`config.mk`:
```
export PLATFORM = sky130hd
export DESIGN_NAME = jtag_user_reg_bank
export DESIGN_NICKNAME = d
export VERILOG_FILES = /design/src/rtl/jtag_reg_pkg.sv /design/src/rtl/jtag_shift_chain.sv /design/src/rtl/jtag_user_reg_bank.sv
export SDC_FILE = /design/constraint.sdc
export NUM_CORES = 1
export LEC_CHECK = 0
export CORE_ASPECT_RATIO = 1.25
export CORE_UTILIZATION = 55
export CTS_BUF_LIST = sky130_fd_sc_hd__clkbuf_16
export DETAILED_ROUTE_END_ITERATION = 8
export PLACE_DENSITY = 0.9
export RECOVER_POWER = 100
export SETUP_SLACK_MARGIN = 0.4
export SYNTH_ARGS = -nofsm -noshare
export SYNTH_HDL_FRONTEND = slang
export SYNTH_SLANG_ARGS = --single-unit
export TNS_END_PERCENT = 20
```
`constraint.sdc`:
```
create_clock -name JTCK -period 2.28 [get_ports JTCK]
set_clock_uncertainty 0.05 [all_clocks]
set_input_delay 0.342 -clock JTCK [delete_from_list [all_inputs] [get_ports JTCK]]
set_output_delay 0.342 -clock JTCK [all_outputs]
set_load 0.05 [all_outputs]
```
`src/rtl/jtag_reg_pkg.sv`:
```
// Shared definitions for the JTAG user register bank.
//   - ER1 frame geometry (total width and field offsets)
//   - sel state enum recording which user chain was last captured
package jtag_reg_pkg;

  // ER1 frame layout, LSB first: {data, addr, we}
  localparam int WE_BIT   = 0;
  localparam int ADDR_LSB = 1;

  // Bit position where the data field starts in an ER1 frame
  function automatic int data_lsb(input int addr_w);
    return 1 + addr_w;
  endfunction

  // Total ER1 frame width for a given address/data geometry
  function automatic int frame_w(input int addr_w, input int data_w);
    return 1 + addr_w + data_w;
  endfunction

  // Chain most recently captured; an update applies only to this chain
  typedef enum logic [1:0] {
    SEL_NONE = 2'd0,
    SEL_ER1  = 2'd1,
    SEL_ER2  = 2'd2
  } sel_e;

endpackage

```
`src/rtl/jtag_shift_chain.sv`:
```
// Generic capture/shift data register for one JTAG user chain.
// Ports:
//   clk, rst_n   JTAG clock, asynchronous active-low reset
//   ce           chain selected (capture when !shift, shift when shift)
//   shift        Shift-DR state
//   tdi          serial data in, enters at the MSB
//   cap_val      parallel value loaded on capture
//   sr           current shift register contents
//   tdo          serial data out, always sr[0]
module jtag_shift_chain #(
  parameter int W = 8
) (
  input  logic         clk,
  input  logic         rst_n,
  input  logic         ce,
  input  logic         shift,
  input  logic         tdi,
  input  logic [W-1:0] cap_val,
  output logic [W-1:0] sr,
  output logic         tdo
);

  logic [W-1:0] sr_d;
  logic [W-1:0] sr_q;

  // Next-state: parallel capture or right shift with tdi entering at the top
  always_comb begin
    sr_d = sr_q;
    if (ce) begin
      if (shift) begin
        sr_d = {tdi, sr_q[W-1:1]};
      end else begin
        sr_d = cap_val;
      end
    end else begin
      sr_d = sr_q;
    end
  end

  // Shift register state
  always_ff @(posedge clk or negedge rst_n) begin
    if (!rst_n) begin
      sr_q <= {W{1'b0}};
    end else begin
      sr_q <= sr_d;
    end
  end

  assign sr  = sr_q;
  assign tdo = sr_q[0];

endmodule

```
`src/rtl/jtag_user_reg_bank.sv`:
```
// JTAG user register bank behind the ECP5 JTAGG primitive, clocked by JTCK.
// ER1 writes and reads NUM_REGS registers. ER2 reports and clears a
// saturating write counter and a sticky bad-address flag.
// Ports:
//   JTCK, JRSTN         JTAG clock, asynchronous active-low reset
//   JTDI, JSHIFT        serial data in, Shift-DR state
//   JUPDATE             Update-DR state
//   JCE1, JCE2          ER1 / ER2 capture-shift enables
//   JRTI1, JRTI2        Run-Test-Idle with ER1 / ER2 (JRTI2 not decoded)
//   JTDO1, JTDO2        serial outputs of ER1 / ER2
//   regs_o              register k at [k*DATA_W +: DATA_W]
//   wr_strobe_o         one-cycle pulse per register write
//   wr_addr_o           address of the last write
//   rti_pulse_o         one-cycle pulse after JRTI1 rises
module jtag_user_reg_bank
  import jtag_reg_pkg::*;
#(
  parameter int                DATA_W    = 8,
  parameter int                ADDR_W    = 2,
  parameter int                NUM_REGS  = 4,
  parameter int                COUNT_W   = 15,
  parameter logic [DATA_W-1:0] RESET_VAL = {DATA_W{1'b0}}
) (
  input  logic                         JTCK,
  input  logic                         JRSTN,
  input  logic                         JTDI,
  input  logic                         JSHIFT,
  input  logic                         JUPDATE,
  input  logic                         JCE1,
  input  logic                         JCE2,
  input  logic                         JRTI1,
  input  logic                         JRTI2,
  output logic                         JTDO1,
  output logic                         JTDO2,
  output logic [NUM_REGS*DATA_W-1:0]   regs_o,
  output logic                         wr_strobe_o,
  output logic [ADDR_W-1:0]            wr_addr_o,
  output logic                         rti_pulse_o
);

  localparam int FW       = frame_w(ADDR_W, DATA_W);
  localparam int DATA_LSB = data_lsb(ADDR_W);
  localparam int C2W      = COUNT_W + 1;
  localparam logic [ADDR_W:0] NUM_REGS_L = (ADDR_W + 1)'(NUM_REGS);

  sel_e                sel_d, sel_q;
  logic [DATA_W-1:0]   regs_d [NUM_REGS];
  logic [DATA_W-1:0]   regs_q [NUM_REGS];
  logic [ADDR_W-1:0]   rd_addr_d, rd_addr_q;
  logic [ADDR_W-1:0]   wr_addr_d, wr_addr_q;
  logic                err_d, err_q;
  logic [COUNT_W-1:0]  wr_cnt_d, wr_cnt_q;
  logic                wr_strobe_d, wr_strobe_q;
  logic                rti_pulse_d, rti_pulse_q;
  logic                jrti1_q;

  logic                ce2_s;
  logic [FW-1:0]       sr1_s;
  logic [C2W-1:0]      sr2_s;
  logic [FW-1:0]       cap1_s;
  logic [C2W-1:0]      cap2_s;
  logic [DATA_W-1:0]   rd_data_s;
  logic                upd_we_s;
  logic [ADDR_W-1:0]   upd_addr_s;
  logic [DATA_W-1:0]   upd_data_s;
  logic                addr_ok_s;
  logic                unused_s;

  // ER1 has priority if both enables are (illegally) high: ER2 then holds
  assign ce2_s = JCE2 & ~JCE1;

  assign cap1_s = {rd_data_s, rd_addr_q, err_q};
  assign cap2_s = {wr_cnt_q, err_q};

  jtag_shift_chain #(.W(FW)) u_er1 (
    .clk     (JTCK),
    .rst_n   (JRSTN),
    .ce      (JCE1),
    .shift   (JSHIFT),
    .tdi     (JTDI),
    .cap_val (cap1_s),
    .sr      (sr1_s),
    .tdo     (JTDO1)
  );

  jtag_shift_chain #(.W(C2W)) u_er2 (
    .clk     (JTCK),
    .rst_n   (JRSTN),
    .ce      (ce2_s),
    .shift   (JSHIFT),
    .tdi     (JTDI),
    .cap_val (cap2_s),
    .sr      (sr2_s),
    .tdo     (JTDO2)
  );

  assign upd_we_s   = sr1_s[WE_BIT];
  assign upd_addr_s = sr1_s[ADDR_LSB +: ADDR_W];
  assign upd_data_s = sr1_s[DATA_LSB +: DATA_W];
  assign addr_ok_s  = ({1'b0, upd_addr_s} < NUM_REGS_L);

  // Only ER2 bit0 is acted on; JRTI2 is reserved
  assign unused_s = ^{JRTI2, sr2_s[C2W-1:1]};

  // Read mux over implemented registers; rd_addr never points past them
  always_comb begin
    rd_data_s = {DATA_W{1'b0}};
    for (int k = 0; k < NUM_REGS; k++) begin
      if (rd_addr_q == ADDR_W'(k)) begin
        rd_data_s = regs_q[k];
      end else begin
        rd_data_s = rd_data_s;
      end
    end
  end

  // Chain selection, update decode, register file, counter and error flag
  always_comb begin
    sel_d       = sel_q;
    regs_d      = regs_q;
    rd_addr_d   = rd_addr_q;
    wr_addr_d   = wr_addr_q;
    err_d       = err_q;
    wr_cnt_d    = wr_cnt_q;
    wr_strobe_d = 1'b0;
    rti_pulse_d = JRTI1 & ~jrti1_q;

    if (JCE1 && !JSHIFT) begin
      sel_d = SEL_ER1;
    end else if (JCE2 && !JSHIFT) begin
      sel_d = SEL_ER2;
    end else begin
      sel_d = sel_q;
    end

    if (JUPDATE) begin
      case (sel_q)
        SEL_ER1: begin
          if (addr_ok_s) begin
            rd_addr_d = upd_addr_s;
            if (upd_we_s) begin
              for (int k = 0; k < NUM_REGS; k++) begin
                if (upd_addr_s == ADDR_W'(k)) begin
                  regs_d[k] = upd_data_s;
                end else begin
                  regs_d[k] = regs_q[k];
                end
              end
              wr_addr_d   = upd_addr_s;
              wr_strobe_d = 1'b1;
              // Counter saturates at all-ones
              if (wr_cnt_q != {COUNT_W{1'b1}}) begin
                wr_cnt_d = wr_cnt_q + {{(COUNT_W-1){1'b0}}, 1'b1};
              end else begin
                wr_cnt_d = wr_cnt_q;
              end
            end else begin
              wr_cnt_d = wr_cnt_q;
            end
          end else begin
            err_d = 1'b1;
          end
        end
        SEL_ER2: begin
          if (sr2_s[0]) begin
            err_d    = 1'b0;
            wr_cnt_d = {COUNT_W{1'b0}};
          end else begin
            err_d    = err_q;
          end
        end
        default: begin
          err_d = err_q;
        end
      endcase
    end else begin
      err_d = err_q;
    end
  end

  // State registers
  always_ff @(posedge JTCK or negedge JRSTN) begin
    if (!JRSTN) begin
      sel_q       <= SEL_NONE;
      for (int k = 0; k < NUM_REGS; k++) begin
        regs_q[k] <= RESET_VAL;
      end
      rd_addr_q   <= {ADDR_W{1'b0}};
      wr_addr_q   <= {ADDR_W{1'b0}};
      err_q       <= 1'b0;
      wr_cnt_q    <= {COUNT_W{1'b0}};
      wr_strobe_q <= 1'b0;
      rti_pulse_q <= 1'b0;
      jrti1_q     <= 1'b0;
    end else begin
      sel_q       <= sel_d;
      regs_q      <= regs_d;
      rd_addr_q   <= rd_addr_d;
      wr_addr_q   <= wr_addr_d;
      err_q       <= err_d;
      wr_cnt_q    <= wr_cnt_d;
      wr_strobe_q <= wr_strobe_d;
      rti_pulse_q <= rti_pulse_d;
      jrti1_q     <= JRTI1;
    end
  end

  // Flatten the register file onto the output bus
  always_comb begin
    regs_o = {(NUM_REGS*DATA_W){1'b0}};
    for (int k = 0; k < NUM_REGS; k++) begin
      regs_o[k*DATA_W +: DATA_W] = regs_q[k];
    end
  end

  assign wr_strobe_o = wr_strobe_q;
  assign wr_addr_o   = wr_addr_q;
  assign rti_pulse_o = rti_pulse_q;

endmodule

```
After elaboration in Yosys (flattened, before gate mapping)
Index checks and enable logic that the tools add are counted.

operators by class
  add/subtract/negate cells = 1
  equality and inequality tests = 12
  mux-type cells = 15
  bitwise operators = 4
  reductions and logical operators = 14

operator list
  kind                                                    number
  2-to-1 mux 15 bit                                       3
  2-to-1 mux 8 bit                                        4
  case mux 15 bit (2 select lines)                        1
  2-to-1 mux 16 bit                                       1
  AND reduction 4 bit                                     4
  adder 15 x 1 -> 15 bit (second input constant)          1
  inequality test 15 bit (second input constant)          1
  2-to-1 mux 11 bit                                       1
  == test 2 bit (second input constant)                   5
  == test 2 x 1 -> 1 bit (second input constant)          3
  AND reduction 5 bit                                     1
  zero test 2 bit                                         2
  2-to-1 mux 2 bit                                        2
  inequality test 2 x 1 -> 1 bit (second input constant)  2
  nonzero test 2 bit                                      2
  2-to-1 mux 1 bit                                        3
  AND reduction 3 bit                                     1
  bitwise AND 1 bit                                       2
  logical AND 1 bit                                       2
  inequality test 2 bit (second input constant)           1
  inverter 1 bit                                          2
  AND reduction 2 bit                                     1
  zero test 1 bit                                         1

storage, ports and cells
  register bits after elaboration = 83
  output and inout bits = 38
  word-level logic and storage cells = 59

Longest topological paths before layout
  depth in word-level cells = 6
  gate-level depth with buffers = 7

By module
From an unflattened synthesis, not the netlist that was laid out.

second synthesis, totals
  cells, all modules = 323
  area total of the unflattened synthesis = 3913.8 µm²

modules (own cells, without submodules)
  module                    times used  cells each  area each (µm²)  sequential area each (µm²)
  jtag_user_reg_bank        1           205         2651.3           1401.3
  jtag_shift_chain (u_er2)  1           70          753.2            400.4
  jtag_shift_chain (u_er1)  1           48          509.2            275.3

Least setup slack after synthesis
No wires, ideal clock.

  kind = register -> register
  start = register u_er1.sr_q[0] (netlist: u_er1.sr[0])
  end = register regs_q (netlist bit regs_o[16])
  setup time = 0.125 ns
  arrival = 1.782 ns
  required time = 2.105 ns
  setup slack = 0.323 ns
  stages on the path, launching flop included = 8
  path buffers = 1
  cell sequence = dfrtp_1 > inv_1 > or2_1 > buf_6 > inv_6 > nand2_1 > nor2_4 > mux2_2

between the ends
  cells in the longest elaborated chain, start to end = 1

RTL lines
  item                           line                       text
  from (decl)                    jtag_shift_chain.sv:24     logic [W-1:0] sr_q;
  from (signal assigned)         jtag_shift_chain.sv:43     sr_q <= {W{1'b0}};
  from (signal assigned)         jtag_shift_chain.sv:45     sr_q <= sr_d;
  AND reduction 4 bit (no line)  n/a
  to (signal assigned)           jtag_user_reg_bank.sv:197  regs_q <= regs_d;
  to (decl)                      jtag_user_reg_bank.sv:48   logic [DATA_W-1:0] regs_q [NUM_REGS];

No other way between the ends.
A chain may end at the register's enable or synchronous reset.

Final worst setup path
  start = register wr_cnt_q[11]
  end = register wr_cnt_q[2]

between the ends
  cells in the longest elaborated chain, start to end = 3

RTL lines
  item                             line                       text
  from (decl)                      jtag_user_reg_bank.sv:52   logic [COUNT_W-1:0] wr_cnt_d, wr_cnt_q;
  from (signal assigned)           jtag_user_reg_bank.sv:191  wr_cnt_q <= {COUNT_W{1'b0}};
  from (signal assigned)           jtag_user_reg_bank.sv:201  wr_cnt_q <= wr_cnt_d;
  inequality test 15 bit           jtag_user_reg_bank.sv:152  if (wr_cnt_q != {COUNT_W{1'b1}}) begin
  inequality test 2 bit (no line)  n/a
  AND reduction 5 bit (no line)    n/a

No other way between the ends.

==> impl_metrics.csv <==
group,metric,value,unit
outcome,status,"finished clean",
grt,grtUsageMet3,5.359,%
synthesis,yosysWarnings,0,
routing,via_count,2963,
die,fp.dieH,95.42,um
clock_tree,clockBufferDepth,2,
finish,drive_gt1_share,22.81,%
die,core_region_area,6648,sq um
synthesis,synth_seq_area_share,54.09,%
finish,nNetsFinal,404,
synthesis,yosys.area.top_type_share,54.09,%
worst_setup_path,rr_endpoint,"wr_cnt_q[2]",
worst_setup_path,r2r_slack,230,ps
sta,fmax,489.0,MHz
power_and_ir_drop,p_per_area,1251,nW/um^2
placement,port_buffers,45,
run,drv_cap,0,
worst_setup_path,cp_top_family,"simple AND/OR/NAND/NOR gates",
sta,slew_headroom,31.07,%
synthesis,synth_largest_area_cell,"dfrtp_1",
grt,grt-ovfl-total,0,
finish,area_growth,24.14,%
worst_setup_path,cpPeakStageDelay,690,ps
die,start_util,57.76,%
worst_setup_path,r2r-start,"wr_cnt_q[11]",
worst_setup_path,crit_chain,"nand4_1 -> buf_4 -> or4_1 -> nand3_1 -> mux2i_1",
power_and_ir_drop,static-leakage-power,2.191,nW
synthesis,yosysUniqueCellTypes,48,
grt,track_usage,27.92,%
sta,finalSetupViolations,0,
finish,regArea,2082,sq um
die,die-area,7322,sq um
worst_setup_path,r2r_cells,5,
worst_setup_path,worstPathRequired,2480,ps
synthesis,synth_common_cells,"dfrtp_1, nand2_1, mux2_2, a31oi_1, o21ai_0",
synthesis,ys_ff_latch,83,
sta,worst_pin_slew,1034,ps
clock_tree,clkSlewWorstSetupHoldPaths,60,ps
finish,antenna_cells,0,
synthesis,syn_avg_cell_area,11.60,sq um
sta,period_share,89.70,%
worst_setup_path,path_buf_inv,1,
synthesis,synthCells,331,
synthesis,syn-cell-area,3840,sq um
worst_setup_path,crit_type,"register to register",
routing,routed_wl,9342,um
synthesis,syn-num-nets,341,
clock_tree,root_buffer,"clkbuf_16",
worst_setup_path,arrival,2250,ps
die,core.rowCount,33,
power_and_ir_drop,vdd_drop_max,0.001130,V
die,die_w,76.74,um
grt,antenna_found_initial,0,
worst_setup_path,crit_path_max_fanout,6,
clock_tree,cts_htree_levels,3,
worst_setup_path,crit_slowest_cell,"or4_1",
finish,final_core_util,71.71,%
grt,grt_max_degree,53,
grt,busiest_layer,"met2",
clock_tree,cts_sinks,83,
grt,met2_usage,47.62,%
die,pin_count,47,
sta,rsz0062_at_grt,"true",
routing,wl_per_cell,19.22,um
placement,gp_congestion,0.9061,
grt,grt_pass1_wl,15190,um
finish,multiInputGateArea,1644,sq um
sta,finalMaxSlewViolations,0,
routing,vias_per_cell,6.097,
finish,design_area,4767,sq um
grt,gr-usage-met1,31.76,%
sta,hold_violations,0,
synthesis,synth.area.top_cells,"dfrtp_1, mux2_2, mux2i_1",
placement,post-dp-hpwl,6025,um
worst_setup_path,worst-path-stages,5,
hold_path,whs_path_depth,1,
sta,hold_slack,351.0,ps
worst_setup_path,endpoint_kind,"register",
synthesis,yosysMostFrequentCell,"dfrtp_1",
clock_tree,clock_latency,350,ps
synthesis,async_flop_share,100.0,%
sta,fin_setup_tns,0,ps
hold_path,hp-class,"register to register",
grt,grt_pass1_vias,3036,
routing,dr.pass1.iters,5,
placement,dp_cells,466,
clock_tree,tritoncts,"yes",
worst_setup_path,crit_start,"wr_cnt_q[11]",
finish,fin_cells,486,
sta,fin_crit,2045,ps
finish,num-fill-cells,439,
placement,placed_area,4518,sq um
synthesis,synth-edff-count,0,
routing,drc,0,
clock_tree,cts_buffers,9,
synthesis,synth-main-ff-cell,"dfrtp_1",
worst_setup_path,cp-endpoint,"wr_cnt_q[2]",
routing,drtIter0Drc,338,
worst_setup_path,crit_path_start_kind,"register",
routing,ant_nets,0,
## worst reg2reg max path: stages, from the launching register on
cell and delay, ps:
dfrtp_1 480, nand4_1 160, buf_4 180, or4_1 690, nand3_1 170, mux2i_1 220
## flip-flops by register name, indices dropped and copies added (netlist names)
name,count
rd_addr_q,2
jrti1_q,1
rti_pulse_o,1
sel_q,2
wr_strobe_o,1
wr_addr_o,2
regs_o,32
wr_cnt_q,15
u_er1.sr,11
u_er2.sr,16
## metrics by stage
step / worst slack, ps / total power, W
after floorplan: 421.2 / 0.003829
after global placement: 57.93 / 0.004585
after detailed placement: 6.248 / 0.004667
after CTS: 321.8 / 0.006166
after global routing: 167.2 / 0.006209
final: 234.8 / 0.005965
## worst min path at each step
stage / startpoint / to / slack (ps)
after floorplan: JRSTN / jrti1_q / -4
after global placement: JRSTN / wr_cnt_q[12] / 250
after detailed placement: JRSTN / wr_cnt_q[13] / 260
after CTS: jrti1_q / rti_pulse_o / 360
after global routing: jrti1_q / rti_pulse_o / 380
final: jrti1_q / rti_pulse_o / 350
## cell type report
| class | count | share of cell area [%] |
|---|---|---|
| inverters | 8 | 0.7349 |
| well taps | 87 | 2.283 |
| repair buffers | 69 | 12.52 |
| clock buffers | 9 | 4.724 |
| clock inverters | 7 | 1.575 |
| multi-input cells | 223 | 34.49 |
| flip-flops and latches | 83 | 43.67 |
## layout by cell type, fill, tap and decap left out, drive strengths merged, types with 3 or more instances in the layout
master         synthesis  layout
mux2i                 19      19
nand4                  5       5
nand2                 49      49
nor4                   4       4
mux2                  34      34
buf                    7      16
o21ai                 21      21
nand3                  9       9
nor3                   6       6
dfrtp                 83      83
clkdlybuf4s50          0       3
a21oi                  5       5
nor2                  16      16
mux4                   8       8
dlygate4sd3            0      29
clkbuf                11      27
a31oi                 21      21
inv                    8      12
## per-layer routing
metal	vias to the layer above	share of wire, %	routed length [um]
met5	-	0	0
met4	0	4.2	391
met3	37	6.3	589
met2	135	52	4873
met1	1463	37	3487
li1	1328	-	-
## cell families after synthesis
logic type | synth area share, %
mux | 19.62
flops | 54.09
compound gates | 10.00
buf+inv | 3.193
fa+ha+maj | 0.3258
simple gates | 12.77
## power by group
group          switching [W]  internal, W  total, W
Sequential          0.000438      0.00186   0.00230
Combinational        0.00138     0.000811   0.00219
Clock               0.000620     0.000856   0.00148
## timing repair
item	4_1_cts	5_1_grt
pin swaps	1	3
endpoints found under the hold margin	31	0
hold buffers	1	0
setup endpoints to repair	74	79
cloned	0	1
gates resized for setup	4	19
setup buffers	1	1
Note: power is estimated with default switching activity, not from simulation.
